[config.mk]
export PLATFORM = sky130hd
export DESIGN_NAME = fir_interp_serial
export DESIGN_NICKNAME = d
export VERILOG_FILES = /design/src/rtl/fir_interp_serial.sv
export SDC_FILE = /design/constraint.sdc
export NUM_CORES = 1
export LEC_CHECK = 0
export CORE_MARGIN = 2
export CORE_UTILIZATION = 50
export DETAILED_ROUTE_END_ITERATION = 6
export PLACE_DENSITY_LB_ADDON = 0.15
export SLEW_MARGIN = 25
export SYNTH_ARGS = -nofsm -noshare
export SYNTH_HDL_FRONTEND = slang
export SYNTH_SLANG_ARGS = --single-unit
[constraint.sdc]
create_clock -name clk -period 14.4 [get_ports clk]
set_input_delay 1.44 -clock clk [delete_from_list [all_inputs] [get_ports clk]]
set_output_delay 1.44 -clock clk [all_outputs]
set_load 0.01 [all_outputs]
[src/rtl/fir_interp_serial.sv]
// Polyphase interpolating FIR with a single time-shared multiplier: each accepted sample
// yields INTERP outputs, phase 0 first, one product per cycle per phase.
module fir_interp_serial #(
  parameter int INPUT_WIDTH       = 16,
  parameter int COEFF_WIDTH       = 8,
  parameter int OUTPUT_WIDTH      = 26,
  parameter int OUTPUT_WIDTH_FULL = 26,
  parameter int INTERP            = 4,
  parameter int NUM_TAPS          = 16,
  parameter int COEFFS [NUM_TAPS] = '{1, 2, 3, 4, 5, 6, 7, 8, 8, 7, 6, 5, 4, 3, 2, 1}
) (
  input  logic                    clk,
  input  logic                    rst,
  input  logic                    valid_in,
  output logic                    ready_in,
  input  logic [INPUT_WIDTH-1:0]  din,
  output logic                    valid_out,
  output logic [OUTPUT_WIDTH-1:0] dout
);

  localparam int P      = NUM_TAPS / INTERP;
  localparam int PH_W   = $clog2(INTERP);
  localparam int K_W    = (P > 1) ? $clog2(P) : 1;
  localparam int IDX_W  = $clog2(NUM_TAPS);
  localparam int PROD_W = INPUT_WIDTH + COEFF_WIDTH;
  localparam int FULL   = OUTPUT_WIDTH_FULL;

  typedef enum logic [1:0] {
    IDLE = 2'd0,
    MAC  = 2'd1,
    OUT  = 2'd2
  } state_t;

  state_t                         state_q, state_d;
  logic signed [INPUT_WIDTH-1:0]  x_q [P];
  logic signed [INPUT_WIDTH-1:0]  x_d [P];
  logic signed [FULL-1:0]         acc_q, acc_d;
  logic [K_W-1:0]                 k_q, k_d;
  logic [PH_W-1:0]                phase_q, phase_d;
  logic                           valid_out_q, valid_out_d;
  logic                           ready_in_q, ready_in_d;
  logic [OUTPUT_WIDTH-1:0]        dout_q, dout_d;

  logic signed [COEFF_WIDTH-1:0]  coeff_rom_s [NUM_TAPS];
  logic [IDX_W-1:0]               coeff_idx_s;
  logic signed [COEFF_WIDTH-1:0]  coeff_s;
  logic signed [PROD_W-1:0]       prod_s;
  logic signed [FULL-1:0]         acc_sum_s;
  logic [OUTPUT_WIDTH-1:0]        scaled_s;

  for (genvar i = 0; i < NUM_TAPS; i++) begin : g_rom
    assign coeff_rom_s[i] = COEFF_WIDTH'(COEFFS[i]);
  end

  // Tap k of phase p uses prototype coefficient h[p + k*INTERP].
  assign coeff_idx_s = IDX_W'(phase_q) + IDX_W'(k_q) * IDX_W'(INTERP);
  assign coeff_s     = coeff_rom_s[coeff_idx_s];
  assign prod_s      = x_q[k_q] * coeff_s;
  assign acc_sum_s   = acc_q + FULL'(prod_s);

  if (OUTPUT_WIDTH < FULL) begin : g_trunc
    assign scaled_s = acc_sum_s[FULL-1 -: OUTPUT_WIDTH];
  end else if (OUTPUT_WIDTH == FULL) begin : g_same
    assign scaled_s = acc_sum_s;
  end else begin : g_sext
    assign scaled_s = {{(OUTPUT_WIDTH - FULL){acc_sum_s[FULL-1]}}, acc_sum_s};
  end

  // Next-state and datapath: dout is loaded on the last MAC edge so it is valid during OUT.
  always_comb begin
    state_d     = state_q;
    x_d         = x_q;
    acc_d       = acc_q;
    k_d         = k_q;
    phase_d     = phase_q;
    dout_d      = dout_q;
    valid_out_d = 1'b0;
    case (state_q)
      IDLE: begin
        if (valid_in && ready_in_q) begin
          for (int i = P - 1; i > 0; i--) begin
            x_d[i] = x_q[i-1];
          end
          x_d[0]  = $signed(din);
          phase_d = '0;
          acc_d   = '0;
          k_d     = '0;
          state_d = MAC;
        end else begin
          state_d = IDLE;
        end
      end
      MAC: begin
        acc_d = acc_sum_s;
        if (k_q == K_W'(P - 1)) begin
          dout_d      = scaled_s;
          valid_out_d = 1'b1;
          state_d     = OUT;
        end else begin
          k_d = k_q + K_W'(1);
        end
      end
      OUT: begin
        if (phase_q == PH_W'(INTERP - 1)) begin
          state_d = IDLE;
        end else begin
          phase_d = phase_q + PH_W'(1);
          acc_d   = '0;
          k_d     = '0;
          state_d = MAC;
        end
      end
      default: begin
        state_d = IDLE;
      end
    endcase
    ready_in_d = (state_d == IDLE);
  end

  // State and output registers; reset discards any partial output and clears the delay line.
  always_ff @(posedge clk) begin
    if (rst) begin
      state_q     <= IDLE;
      x_q         <= '{default: '0};
      acc_q       <= '0;
      k_q         <= '0;
      phase_q     <= '0;
      valid_out_q <= 1'b0;
      ready_in_q  <= 1'b1;
      dout_q      <= '0;
    end else begin
      state_q     <= state_d;
      x_q         <= x_d;
      acc_q       <= acc_d;
      k_q         <= k_d;
      phase_q     <= phase_d;
      valid_out_q <= valid_out_d;
      ready_in_q  <= ready_in_d;
      dout_q      <= dout_d;
    end
  end

  assign ready_in  = ready_in_q;
  assign valid_out = valid_out_q;
  assign dout      = dout_q;

endmodule

Word level (Yosys, flattened, before mapping). Memories as Yosys holds them, arrays and structs flattened. Index checks and enable logic that the tools add are counted.

Memories kept: 1. Output and inout port bits: 28. Flip-flop bits (word level): 124. Input port bits: 19. RAM bits: 0. Latch bits: 0. Logic and storage cells: 59. ROM bits: 128.

Memories: (name not given) (words 16, bits a word 8, read ports 1, clocked after memory_dff 0, wr ports 0, RTL line 57) `assign coeff_s = coeff_rom_s[coeff_idx_s];`.

Add/subtract/negate cells: 4. Equality and inequality tests: 7. Reductions and logical operators: 11. Magnitude comparators: 2. Shifts and indexed selects: 0. Multipliers: 1. Divide/modulo/power cells: 0. Mux-type cells: 19. Bitwise logic cells: 3.

Operators with widths (count): 26-bit case mux with 3 select lines (1); 26-bit two-way mux (2); 16-bit binary-select mux with 2-bit select (1); 16-bit two-way mux (2); 26-bit by 24-bit adder with 26-bit output (1); 16-bit by 8-bit multiplier with 24-bit output (1); 8-bit two-way mux (2); 2-bit case mux with 3 select lines (2); 2-bit two-way mux (5); 2-bit equality test (second input constant) (3); 2-bit inequality test (second input constant) (3); 3-bit AND reduction (2); 5-bit >= comparator (second input constant) (1); 4-bit inverter with 5-bit output (1); 2-bit by 1-bit adder with 2-bit output (second input constant) (2); 2-bit by 4-bit adder with 4-bit output (1); 2-bit logical NOT (2); 2-bit case mux with 2 select lines (1); 2-bit AND reduction (2); 4-bit AND reduction (1); 3-bit >= comparator (second input constant) (1); 1-bit two-way mux (3); 2-bit inverter with 3-bit output (1); 3-bit nonzero test (1); 5 further kinds (5).

Logic depth before layout (Yosys ltp). Gate-level depths: netlist (run 1).

Depth after elaboration: 8. Depth in mapped cells: 23. Depth with buffers taken out: 21.

Worst setup path after synthesis (run 1). No wires, ideal clock.

Kind: flip-flop to flip-flop. Start: register k_q[0]. End: register dout_q[23], in the netlist dout[23]. Arrival: 5.237 ns. Required time: 14.278 ns. Period minus slack after synthesis: 5.359 ns. Buffers on the path: 1. Cell stages (with the launch flop): 19. Path slack: 9.041 ns. Setup time: 0.122 ns. Cells stage by stage: dfxtp_1 buf_1 mux4_2 and2_1 fa_1 ha_1 ha_1 inv_1 fa_1 inv_1 ha_1 fa_1 a211oi_2 o21bai_2 a41o_1 a221o_2 a21oi_4 nor4_1 a311o_1.

Longest elaborated chain between the ends: 7. Elaborated cells between the ends (all ways): 13. Classes of those cells: add/sub (2); mul (1); eq/ne (1); mux (5); bitwise (2); reduce/logical (1); memory (1).

Ends and longest elaborated chain: start, declared (RTL line 38) `logic [K_W-1:0] k_q, k_d;`; start signal, assigned (RTL line 135) `k_q <= k_d;`; 2-bit by 4-bit adder with 4-bit output (RTL line 56) `assign coeff_idx_s = IDX_W'(phase_q) + IDX_W'(k_q) * IDX_W'(INTERP);`; 4-bit inverter with 5-bit output (implied by the code) (RTL line 57); memory read 16 x 8 bit; 8-bit two-way mux (implied by the code) (2 in a row) (RTL line 57); 16-bit by 8-bit multiplier with 24-bit output (RTL line 58) `assign prod_s = x_q[k_q] * coeff_s;`; 26-bit by 24-bit adder with 26-bit output (RTL line 59) `assign acc_sum_s = acc_q + FULL'(prod_s);`; end signal, assigned (RTL line 139) `dout_q <= dout_d;`; end, declared (RTL line 42) `logic [OUTPUT_WIDTH-1:0] dout_q, dout_d;`.

Parallel ways exist; a longest one is shown, timed or not. The select of a mux whose other input is x is not followed. A chain may end at the register's enable or synchronous reset.

Worst setup path in the final report (run 1).
Start: register k_q[1]. End: register acc_q[20].

Longest elaborated chain between the ends: 8. Elaborated cells between the ends (all ways): 12. Classes of those cells: add/sub (2); mul (1); mux (6); bitwise (2); memory (1).

Ends and longest elaborated chain: 2-bit by 4-bit adder with 4-bit output (RTL line 56); 4-bit inverter with 5-bit output (implied by the code) (RTL line 57); memory read 16 x 8 bit; 8-bit two-way mux (implied by the code) (2 in a row) (RTL line 57); 16-bit by 8-bit multiplier with 24-bit output * (RTL line 58); 26-bit by 24-bit adder with 26-bit output * (RTL line 59); 26-bit case mux with 3 select lines * (RTL line 78) `case (state_q)`; end signal, assigned (RTL line 125) `acc_q <= '0;`; end signal, assigned (RTL line 134) `acc_q <= acc_d;`; end, declared (RTL line 37) `logic signed [FULL-1:0] acc_q, acc_d;`.

Mark *: on every way between the ends. The rest lies on a longest branch, timed or not. The select of a mux whose other input is x is not followed.

==> results of run 1 <==
-- power by group --
group	leakage [nW]	total [W]	switching [W]	internal (W)
logic	3.18	0.000142	0.0000911	0.0000507
clock network	0.266	0.000429	0.000174	0.000256
registers	1.00	0.000359	0.00000743	0.000352
-- Yosys cell counts (2+ instances only) --
cell type,n,area share
nand2b_1,2,0.0014
o21bai_1,2,0.0017
a211oi_2,4,0.0056
nor4_1,2,0.0014
dfxtp_1,124,0.28
or4_1,5,0.0042
a22oi_1,11,0.0092
fa_1,68,0.15
a21oi_1,105,0.059
nor3b_1,2,0.0017
a211o_1,2,0.0020
buf_2,3,0.0017
o21ai_1,6,0.0034
a21boi_1,2,0.0017
nand2_1,204,0.085
xor2_1,6,0.0059
a21o_2,2,0.0020
a22o_1,14,0.014
a21o_1,4,0.0034
a211oi_1,4,0.0034
buf_6,4,0.0050
o211ai_1,2,0.0017
inv_1,171,0.072
nor3_1,9,0.0050
buf_1,7,0.0029
nand4_1,6,0.0042
nand3b_1,6,0.0050
nor2_1,41,0.017
ha_1,72,0.10
and2_1,40,0.028
and3_1,2,0.0014
a31oi_1,3,0.0021
nand3_1,19,0.011
o21ai_0,7,0.0039
clkbuf_1,38,0.016
nand4b_1,4,0.0039
mux4_2,17,0.043
nor2b_1,2,0.0014
xnor2_1,23,0.022
-- registers in the layout, indices dropped and copies added (netlist names) --
| register | flops |
|---|---|
| x_q | 64 |
| acc_q | 26 |
| dout | 26 |
| k_q | 2 |
| phase_q | 2 |
| state_q | 2 |
| ready_in | 1 |
| valid_out | 1 |
-- metrics by stage --
step / cells / hold slack [ns]
global route: 1321 / 0.465
detailed placement: 1289 / 0.443
CTS: 1321 / 0.451
global placement: 1289 / 0.439
finish: 1321 / 0.452
floorplan: 1061 / 0.433
-- per-layer routing --
metal	global-route usage	wire [um]
met1	0.330	9890
met2	0.356	9280
met3	0.0486	1110
met4	0.0646	310
met5	0	0
-- worst min path at each step --
stage                            to  slack [ns]  cells past startpoint
6_report        x_q[5]$_SDFFE_PP0P_        0.45                      2
3_5_place_dp   x_q[15]$_SDFFE_PP0P_        0.44                      2
4_1_cts        x_q[15]$_SDFFE_PP0P_        0.45                      2
2_1_floorplan   x_q[0]$_SDFFE_PP0P_        0.43                      2
5_1_grt        x_q[15]$_SDFFE_PP0P_        0.47                      2
3_3_place_gp    x_q[5]$_SDFFE_PP0P_        0.44                      2
-- layout make-up --
class	instances	area share
Tap cell	225	0.0278
Multi-Input combinational cell	712	0.553
Sequential cell	124	0.245
Clock buffer	19	0.0428
Clock inverter	13	0.0141
Inverter	171	0.0634
Timing Repair Buffer	57	0.0534
-- worst max-delay path: stages (launching register included) --
cell and delay, ns:
dfxtp_1 0.98, xnor2_1 0.19, buf_4 0.25, and2_1 0.65, inv_1 0.13, fa_1 0.51
inv_1 0.05, fa_1 0.45, ha_1 0.29, inv_1 0.05, fa_1 0.47, inv_1 0.04
ha_1 0.35, a21o_1 0.23, a2111oi_4 0.37, a211oi_2 0.17, a211oi_2 0.35, xnor2_1 0.10
a22o_1 0.20
-- logic make-up after synthesis --
logic type               synth area share
AO/OA/AOI/OAI                       0.125
multiplexers                       0.0438
adder cells (fa/ha/maj)             0.252
XOR/XNOR                           0.0283
buffers and inverters              0.0986
flip-flops                          0.277
AND/OR/NAND/NOR                     0.174
==> results.toml, run 1 <==
[routing]
vias_per_cell = 5.28
num_vias = 6980
wl_per_cell_um = 15.6
drt-pass1-iter-count = 5
totalWireLength_um = 20600
drt_iter0_drc = 443
drc = 0
ant_nets = 0

[timing]
max_freq_mhz = 168
slew_headroom = 0.331
setup_viol = 0
rsz0062_at_grt = "no"
hold_violations = 0
period_share = 0.414
fin_ws_ns = 8.44
final.setup.tns_ns = 0
clock_skew_ns = 0.0155
tightest_slew_ns = 1.00
slew_violations = 0
period_needed_ns = 5.96

[cts]
cts_resized = 0
clockBufferDepth = 2
cts_buffers = 17
cts_setup_buffers = 0
clock_latency_ns = 0.43
clock_sinks = 124
clk_pin_slew_ns = 0.06
ctsHtreeMaxLevel = 4
cts_root_buf = "clkbuf_16"
cts_tree = "yes"
postCtsHoldBufs = 0

[global_routing]
grt_pass1_vias = 6563
track_usage = 0.231
grt_max_degree = 91
antenna_found_initial = 0
grt_pass1_wl_um = 33900
grt.overflow.total = 0

[synthesis]
synthDistinctLibCells = 55
syn-num-nets = 1220
yosysSeqAreaShare = 0.277
syn_inst = 1061
synth_area_per_cell_um2 = 8.44
synth_edf_count = 0
ys_seq_elements = 124
yosys_warnings = 0
async_flop_share = 0
ys.flop_type = "dfxtp_1"
netlist_area_um2 = 8960

[power]
p_total_w = 0.000930
power_density_nw_per_um2 = 91.9
power_leakage_nw = 4.44
ir_drop_uv = 85.6

[place]
io_buffers = 46
dpl.hpwl_um = 14800
post_dp_cell_area_um2 = 9550
post-place-ws_ns = 8.46
place.gp.congestion = 0.947

[layout]
finalInstanceArea_um2 = 10100
finish.utilization = 0.581
antenna_cells = 0
multiInputGateArea_um2 = 5600
fill_cells = 1593
syn2layout_area_growth_pct = 13.0
register_area_um2 = 2480
final_common_cell = "nand2_1"
drive_gt1_frac = 0.0666
nets = 1242
final_cell_mix = "nand2_1 (204), inv_1 (171), dfxtp_1 (124), a21oi_1 (105), ha_1 (72)"

[critical_path]
endpoint = "acc_q[20]$_SDFFE_PP0P_"
cp.required_ns = 14.72
timing.rr.end = "acc_q[20]$_SDFFE_PP0P_"
regToRegSetupSlack_ns = 8.44
worstPathArrival_ns = 6.28
crit_path_start_kind = "register"
endpoint_kind = "register"
crit_start = "k_q[1]$_SDFFE_PP0P_"
crit_type = "register to register"
path_max_fanout = 22
worstRegToRegCells = 18
timing.rr.start = "k_q[1]$_SDFFE_PP0P_"

[floorplan]
start_util = 0.514
ios = 47
coreArea_um2 = 17400
die_w_um = 138
die_h_um = 138
rows = 48
die_area_um2 = 19000

[min_path]
hp-class = "register to register"
holdCritStartpoint = "x_q[5]$_SDFFE_PP0P_"

[run_status]
status = "complete, no violations"

[flow_run]
drv_cap = 0
Power figures use the tool's default switching activity.
==> run 2: changes to the inputs <==
==> constraint.sdc (replaced) <==
create_clock -name clk -period 5.9 [get_ports clk]
set_input_delay 0.59 -clock clk [delete_from_list [all_inputs] [get_ports clk]]
set_output_delay 0.59 -clock clk [all_outputs]
set_load 0.01 [all_outputs]
==> run 2 against run 1 <==
  * Utilization up 0.40 points
  * Clock skew grew 0.0020 ns
  * Design area rose by 0.69%
  * Maximum frequency increased by 6.8%
  * Critical path type unchanged
  * Largest cell class unchanged
==> results.toml, run 2 (synthesis results as in run 1) <==
[critical_path]
worstRegToRegCells = 17
path_max_fanout = 11
crit_type = "register to register"
crit_path_start_kind = "register"
cp.required_ns = 6.22
worstPathArrival_ns = 5.91
endpoint_kind = "register"

[global_routing]
grt_max_degree = 93
grt.overflow.total = 0
antenna_found_initial = 0
grt_pass1_wl_um = 34700
track_usage = 0.236
grt_pass1_vias = 6770

[min_path]
worstHoldPathCells = 2
hp-class = "register to register"

[floorplan]
die_w_um = 138
rows = 48
ios = 47
coreArea_um2 = 17400
start_util = 0.514
die_area_um2 = 19000
die_h_um = 138

[layout]
fill_cells = 1647
syn2layout_area_growth_pct = 13.8
final_cell_mix = "nand2_1 (204), inv_1 (171), dfxtp_1 (124), a21oi_1 (105), ha_1 (72)"
largest_register_ffs = 64
final_common_cell = "nand2_1"
top_register = "x_q"
drive_gt1_frac = 0.0743
antenna_cells = 0
finalInstanceArea_um2 = 10200
nets = 1249
stdcell_count = 1328

[place]
post_dp_cell_area_um2 = 9600
dpl.hpwl_um = 15500
io_buffers = 46
post-place-ws_ns = 0.331
place.gp.congestion = 0.960
placed_cells_incl_taps = 1296

[run_status]
status = "complete, no violations"

[timing]
rsz0062_at_grt = "no"
period_share = 0.946
hold_ws_ns = 0.452
max_freq_mhz = 179
slew_violations = 0
slew_headroom = 0.396
final.setup.tns_ns = 0
clock_skew_ns = 0.0175
hold_violations = 0
tightest_slew_ns = 0.907
setup_viol = 0
fin_ws_ns = 0.317
period_needed_ns = 5.58

[routing]
vias_per_cell = 5.25
drt_iter0_drc = 383
wl_per_cell_um = 15.6
num_vias = 6978
drc = 0
totalWireLength_um = 20700
drt-pass1-iter-count = 5
ant_nets = 0

[cts]
cts_root_buf = "clkbuf_16"
cts_resized = 0
cts_setup_buffers = 0
clock_latency_ns = 0.43
postCtsHoldBufs = 0
cts_tree = "yes"
clock_sinks = 124
clockBufferDepth = 2
clk_pin_slew_ns = 0.06
ctsHtreeMaxLevel = 4
cts_buffers = 17

[power]
power_leakage_nw = 4.50
ir_drop_uv = 193
power_density_nw_per_um2 = 224

[flow_run]
drv_cap = 0
[run 2: changes by cell type in the layout (fill, tap and decap cells not counted), sizes merged]
| cell | change |
|---|---|
| clkinv | +2 |
| clkinvlp | -3 |
| inv | +2 |
| buf | +7 |
| clkbuf | -1 |
[run 2: report_power, final]
group          leakage, nW  switching, W  internal (W)
combinational         3.21      0.000222      0.000128
clock                0.284      0.000426      0.000631
sequential            1.00     0.0000185      0.000858
total                 4.50      0.000667       0.00162
[run 2: final timing paths]
path                            slack (ns)                     end                   from
worst max-delay path                  0.32  acc_q[18]$_SDFFE_PP0P_    k_q[1]$_SDFFE_PP0P_
worst min-delay path                  0.45   dout[16]$_SDFFE_PP0P_  dout[16]$_SDFFE_PP0P_
worst max register to register        0.32  acc_q[18]$_SDFFE_PP0P_    k_q[1]$_SDFFE_PP0P_
worst min register to register        0.45   dout[16]$_SDFFE_PP0P_  dout[16]$_SDFFE_PP0P_
[run 2: routing by layer]
layer / GRT usage / vias to the layer above / share of wire
met5: 0 / - / 0
met4: 0.0561 / 0 / 0.011
met3: 0.0409 / 17 / 0.041
met2: 0.378 / 135 / 0.46
met1: 0.335 / 3351 / 0.48
li1: - / 3475 / -
[run 2: critical path, cell delays in order (launching register included)]
cell       delay, ns
dfxtp_1         0.45
xnor2_1         0.53
and2_1          0.55
inv_1           0.11
fa_1            0.50
inv_1           0.05
fa_1            0.45
ha_1            0.28
inv_1           0.04
fa_1            0.48
inv_1           0.04
ha_1            0.36
a21o_1          0.25
a2111oi_4       0.38
a21oi_1         0.19
a31oi_1         0.43
xnor2_1         0.17
a22o_1          0.23
[run 2: final cells by class]
type,instances,area [um2],share of cell area
multi-input combinational,712,5600,0.550
sequential,124,2480,0.244
inverter,171,642,0.0630
timing repair buffer,64,593,0.0582
clock buffer,18,429,0.0421
tap,225,282,0.0276
clock inverter,14,161,0.0158
[run 2: through the flow]
step	util	power, W
floorplan	-	0.00115
global placement	0.551	0.00124
detailed placement	0.551	0.00125
CTS	0.585	0.00231
global route	0.585	0.00239
finish	0.585	0.00228
==> run 3: changes to the inputs <==
--- a/config.mk
+++ b/config.mk
@@ -13,3 +13,4 @@
 export SYNTH_ARGS = -nofsm -noshare
 export SYNTH_HDL_FRONTEND = slang
 export SYNTH_SLANG_ARGS = --single-unit
+export TNS_END_PERCENT = 50
==> results of run 3 <==
The final DEF is identical to that of run 2; final timing and power are the same.
